**src/rtl/bcd_pkg.sv**
```systemverilog
// Shared BCD types, digit limits and the nibble validity check used by the
// N-digit BCD counter and its per-digit register.
package bcd_pkg;

    typedef logic [3:0] bcd_digit_t;

    localparam bcd_digit_t BCD_MAX = 4'd9;
    localparam bcd_digit_t BCD_MIN = 4'd0;

    // True when the nibble is a legal decimal digit (0..9).
    function automatic logic is_bcd(input bcd_digit_t d);
        return (d <= BCD_MAX);
    endfunction

endpackage : bcd_pkg

```
**src/rtl/bcd_digit.sv**
```systemverilog
// One BCD digit register of the N-digit counter.
// Steps up or down when its carry/borrow input is high. It reports
// combinationally when it sits at its limit (9 counting up, 0 counting down)
// with an incoming carry/borrow, so the next digit can ripple.
// A load replaces the digit with the supplied nibble; an illegal nibble
// (> 9) is stored as 0. freeze_i suppresses the count step, which the top
// level uses to block the step when the whole counter saturates.
module bcd_digit
    import bcd_pkg::*;
(
    input  logic       clk_i,
    input  logic       rst_ni,
    input  logic       load_i,
    input  bcd_digit_t load_val_i,
    input  logic       ci_i,
    input  logic       up_i,
    input  logic       freeze_i,
    output bcd_digit_t digit_o,
    output logic       co_comb_o
);

    bcd_digit_t digit_q;
    bcd_digit_t digit_d;
    logic       at_limit;

    // Limit detection for the current direction and next digit value selection.
    always_comb begin
        digit_d  = digit_q;
        at_limit = up_i ? (digit_q == BCD_MAX) : (digit_q == BCD_MIN);

        if (load_i) begin
            digit_d = is_bcd(load_val_i) ? load_val_i : BCD_MIN;
        end else if (ci_i && !freeze_i) begin
            if (!is_bcd(digit_q)) begin
                // Unreachable after reset; fall back to a legal digit.
                digit_d = BCD_MIN;
            end else if (up_i) begin
                digit_d = at_limit ? BCD_MIN : (digit_q + 4'd1);
            end else begin
                digit_d = at_limit ? BCD_MAX : (digit_q - 4'd1);
            end
        end
    end

    // Digit state register with synchronous active-low reset.
    always_ff @(posedge clk_i) begin
        if (!rst_ni) begin
            digit_q <= BCD_MIN;
        end else begin
            digit_q <= digit_d;
        end
    end

    assign digit_o   = digit_q;
    assign co_comb_o = ci_i && at_limit;

endmodule : bcd_digit

```
**src/rtl/bcd_counter_n.sv**
```systemverilog
// N-digit BCD up/down counter with synchronous parallel load, ripple
// carry/borrow between digits, a one-cycle carry/borrow pulse (co) and a
// one-cycle illegal-load pulse (load_err).
// Build option: define BCD_COUNTER_SATURATE_EN to stop at all-9s / all-0s
// instead of wrapping; co still pulses on every blocked step.
// Priority at each clock edge: reset > load > count > hold.
module bcd_counter_n
    import bcd_pkg::*;
#(
    parameter int DIGITS = 4
)
(
    input  logic                  clk,
    input  logic                  reset,
    input  logic                  en,
    input  logic                  up,
    input  logic                  load,
    input  logic [4*DIGITS-1:0]   din,
    output logic [4*DIGITS-1:0]   bcd_out,
    output logic                  co,
    output logic                  load_err
);

    // carry[k] is the carry/borrow into digit k; carry[DIGITS] means the
    // whole counter is at its limit with an enabled step, i.e. wrap/overflow.
    logic [DIGITS:0] carry;
    logic            freeze;
    logic            din_bad;
    logic            co_d;
    logic            co_q;
    logic            load_err_d;
    logic            load_err_q;

    assign carry[0] = en;

`ifdef BCD_COUNTER_SATURATE_EN
    assign freeze = carry[DIGITS];
`else
    assign freeze = 1'b0;
`endif

    genvar k;
    generate
        for (k = 0; k < DIGITS; k++) begin : g_digit
            bcd_digit u_digit (
                .clk_i      (clk),
                .rst_ni     (reset),
                .load_i     (load),
                .load_val_i (din[4*k +: 4]),
                .ci_i       (carry[k]),
                .up_i       (up),
                .freeze_i   (freeze),
                .digit_o    (bcd_out[4*k +: 4]),
                .co_comb_o  (carry[k+1])
            );
        end
    endgenerate

    // Flag any load nibble outside 0..9 and form the next pulse values.
    always_comb begin
        din_bad = 1'b0;
        for (int i = 0; i < DIGITS; i++) begin
            if (!is_bcd(din[4*i +: 4])) begin
                din_bad = 1'b1;
            end
        end
        co_d       = !load && carry[DIGITS];
        load_err_d = load && din_bad;
    end

    // Pulse registers for carry/borrow and illegal load.
    always_ff @(posedge clk) begin
        if (!reset) begin
            co_q       <= 1'b0;
            load_err_q <= 1'b0;
        end else begin
            co_q       <= co_d;
            load_err_q <= load_err_d;
        end
    end

    assign co       = co_q;
    assign load_err = load_err_q;

endmodule : bcd_counter_n
```
**config.mk**
```make
export PLATFORM = sky130hd
export DESIGN_NAME = bcd_counter_n
export DESIGN_NICKNAME = d
export VERILOG_FILES = /design/src/rtl/bcd_pkg.sv /design/src/rtl/bcd_digit.sv /design/src/rtl/bcd_counter_n.sv
export SDC_FILE = /design/constraint.sdc
export NUM_CORES = 1
export LEC_CHECK = 0
export CORE_MARGIN = 3
export CORE_UTILIZATION = 40
export DETAILED_ROUTE_END_ITERATION = 8
export PLACE_DENSITY = 0.65
export SETUP_SLACK_MARGIN = 0.5
export SLEW_MARGIN = 20
export SYNTH_ARGS = -nofsm -noshare
export SYNTH_HDL_FRONTEND = slang
export SYNTH_SLANG_ARGS = --single-unit
```
**constraint.sdc**
```tcl
create_clock -name clk -period 4.7 [get_ports clk]
set_input_delay 0.94 -clock clk [delete_from_list [all_inputs] [get_ports clk]]
set_output_delay 0.94 -clock clk [all_outputs]
set_load 0.02 [all_outputs]
```
==> summary.md <==
| Metric | Value |
|---|---|
| Routed Wire Length | `approximately 4.7 mm` |
| IO Port Bufs | `38` |
| Yosys warns | `0` |
| Min-Delay Endpoint | `g_digit[2].u_digit.digit_o[0]` |
| Hold Vio Cnt, Final | `0` |
| Leakage Power | `roughly 0.83 nW` |
| Reg-to-Reg End | `g_digit[3].u_digit.digit_o[2]` |
| Worst path top cell family by delay | `buffers and inverters` |
| Adder-Cell Fraction of Synth Area | `0.1145` |
| Area Growth Syn to Fin | `26.41%` |
| Cells along the critical path | `clkdlybuf4s50_1 -> buf_4 -> and4b_1 -> o21ai_0 -> nor3b_2 -> o221ai_1 -> o311a_1` |
| Hold Path Class | `register to register` |
| Worst-margin pin slew | `556.7 ps` |
| Top-area cell type share of the netlist area | `0.2062` |
| Crit path required time | `around 4800 ps` |
| Number of top-level pins | `39` |
| Status | `completed` |
| Setup TNS | `0 ps` |
| Min Tclk post-route | `about 3100 ps` |
| Logic pwr share | `0.391` |
| Residual DRC | `0` |
| Post-synth EDFFs | `0` |
| Synth Area in Compound Gates | `0.3114` |
| Layout cell share with drive strength beyond 1 | `0.06226` |
| Die Y | `roughly 72 um` |
| Top_reg_cell synth | `dfxtp_1` |
| Multiplexer share of the synthesized area | `0.03006` |
| Site row count | `23` |
| Commonest non-fill, non-tap cell in the layout | `clkdlybuf4s50_1` |
| R2r startpoint | `g_digit[0].u_digit.digit_o[0]` |
| Crit path from | `up` |
| Slowest stage cell, crit path | `clkdlybuf4s50_1` |
| Synth area leader | `dfxtp_1` |
| Router iterations before antenna repair | `4` |
| Max rail drop VDD | `0.1283 mV` |
| Largest family of logic cells by synthesized area | `compound AO/OA/AOI/OAI gates` |
| Root buffer cell | `clkbuf_8` |
| Fin Hold WS | `a little under 600 ps` |
| Post-Synthesis Cells | `~230` |
| Critical-path maximum fanout | `15` |
| GPL Wtd Cong | `between 0.8 and 0.9` |
| Syn_area_per_cell | `~7.7 um^2` |
| Library cells used by synthesis | `57` |
| Tcrit/Tclk final | `0.6642` |
| WL/cell | `15.15 um` |
| Maxcap violations | `0` |
| Vias in the first global route | `between 1.5k and 2k` |
| Post-CTS Resized | `0` |
| Post-Synth Simple-Gate Area | `0.2384` |
| ANT cells | `0` |
| H-tree depth | `1` |
| Iter 0 DRT Violations | `175` |
| Core ar. | `~4000 um^2` |
| Post-Syn Area | `1748 um^2` |
| First-pass GRT wire length | `approximately 7.6 mm` |
| Worst-Skew Late Latency | `260 ps` |
| Endpoint class of the critical path | `register` |
| Clock power frac | `0.251` |
| R2R setup slack | `around 2300 ps` |
| Int Pwr | `around 0.00034 W` |
| Clock sink total | `18` |
| Pin count of the biggest net entering global routing | `27` |
| Post-Syn Nets | `~260` |
| Routed Antenna Nets | `0` |
| Reg2Reg Depth | `7` |
| Vias/cell | `a little under 6` |
| Vias | `around 1.8k` |
| Initial antenna violation count | `0` |
| Synthesized flop and latch total | `18` |
| Buf/Inv on CP | `2` |
| Async SR Flop Fraction | `0` |
| NumNets Final | `approximately 300` |
| Net Switching | `~0.00019 W` |
| CP startpoint kind | `input port` |
| Pwr dens | `around 240 nW/um^2` |
| Most frequent cells in the layout | `clkdlybuf4s50_1, nand2_1, nor2_1, dfxtp_1, ha_1` |
| Switching Share | `0.3565` |
| Clock-pin slew on the worst setup and hold paths | `around 70 ps` |
| DP Wirelength | `between 3 and 4 mm` |
| Critical Path AT | `roughly 3300 ps` |
| Relative slew slack | `0.6273` |
| Max Clk Rate | `around 320 MHz` |
| Top post-synthesis cells by area | `dfxtp_1, ha_1, nand2_1` |
| Starting density of the core | `0.4247` |
| Clk buf depth | `2` |
| Setup Viol. Count Final | `0` |
| Chip width | `between 70 and 80 um` |
| Post-CTS Setup Bufs | `0` |
| Maximum single-stage delay on the critical path | `between 700 and 800 ps` |
| Cts bufs inserted | `3` |
| CTS tree | `done` |
| Total power | `approximately 0.00053 W` |
| Tot GR Track Use | `0.1827` |
| Register area share after synthesis | `0.2062` |
| Clock skew | `around 7 ps` |
| Xor/xnor share of the synthesized area | `0.04009` |
| Worst hold stages | `2` |
| Total Die Area | `approximately 5200 um^2` |
| Sequential share of power | `0.358` |
| Max Slew Vio Count | `0` |
| Total global routing overflow | `0` |
| CTS Hold Bufs | `0` |
| RSZ-0062 raised after global routing | `no` |
| Hold path startpoint | `g_digit[2].u_digit.digit_o[0]` |
| Kind of critical path | `input port to register` |
## synthesized netlist by cell type, drive strengths merged, types with 3 or more instances
cell    count
xnor2       6
clkbuf      8
o311a       3
nor3        4
o21bai      4
ha         16
dfxtp      18
a211oi      3
nand3b      3
a31oi       9
inv        10
nand2b      4
buf         6
nand3       7
or4b        3
mux2i       3
o221ai      3
o21ai      14
nand2      21
a21o        3
a21oi      15
nor2       18
## metal layers
layer | wire (um) | part of all wire | GRT usage
met5 | 0 | 0 | 0
met4 | 22 | 0.0047 | 0.02505
met3 | 166 | 0.036 | 0.02909
met2 | 2132 | 0.46 | 0.2882
met1 | 2330 | 0.50 | 0.2676
## stage by stage
| step | cell area [um^2] | instances | utilization | setup WS [ps] |
|---|---|---|---|---|
| after floorplan | 1748 | 226 | - | 2289 |
| after global placement | 2155 | 303 | 0.5236 | 1404 |
| after detailed placement | 2155 | 303 | 0.5236 | 1350 |
| after CTS | 2210 | 307 | 0.5369 | 1629 |
| after global routing | 2210 | 307 | 0.5369 | 1401 |
| final | 2210 | 307 | 0.5369 | 1578 |
## registers in the layout, indices dropped and copies added (netlist names)
signal,count
g_digit.u_digit.digit_o,16
load_err,1
co,1
## worst register-to-register path, stage by stage, from the launching register on
cell and delay, ps:
dfxtp_1 360, inv_1 180, ha_1 260, nor4b_1 330, o21ai_0 270, nor3b_2 540
o221ai_1 180, o311a_1 150
## worst max-delay path by stage
stage,endpoint,cells past startpoint
after CTS,g_digit[3].u_digit.digit_o[1],7
after floorplan,g_digit[2].u_digit.digit_o[3],5
after detailed placement,g_digit[3].u_digit.digit_o[3],7
after global placement,g_digit[3].u_digit.digit_o[2],7
final,g_digit[3].u_digit.digit_o[2],7
after global routing,g_digit[3].u_digit.digit_o[0],7
## final cells by class
type | instances | area [um^2]
Sequential cell | 18 | 360.3
Multi-Input combinational cell | 182 | 1284
Fill cell | 416 | 1906
Timing Repair Buffer | 41 | 402.9
Clock buffer | 4 | 55.05
Tap cell | 50 | 62.56
Inverter | 12 | 45.04
## cell families (layout without fill, tap and decap cells)
group                      Yosys count  in the layout
and+or+nand+nor                     77             77
xor gates and xnor gates             8              8
DFF                                 18             18
muxes                                4              4
buffers and inverters               26             57
AOI/OAI and AO/OA                   77             77
adders and majority gates           16             16
## power by group through the flow
stage,logic (W),clock network (W),registers (W)
global placement,0.000207,0,0.000194
finish,0.000207,0.000133,0.000190
CTS,0.000207,0.000137,0.000190
detailed placement,0.000206,0,0.000193
global route,0.000229,0.000141,0.000194
floorplan,0.000133,0,0.000195
No activity file was read; power rests on OpenSTA's default activity.
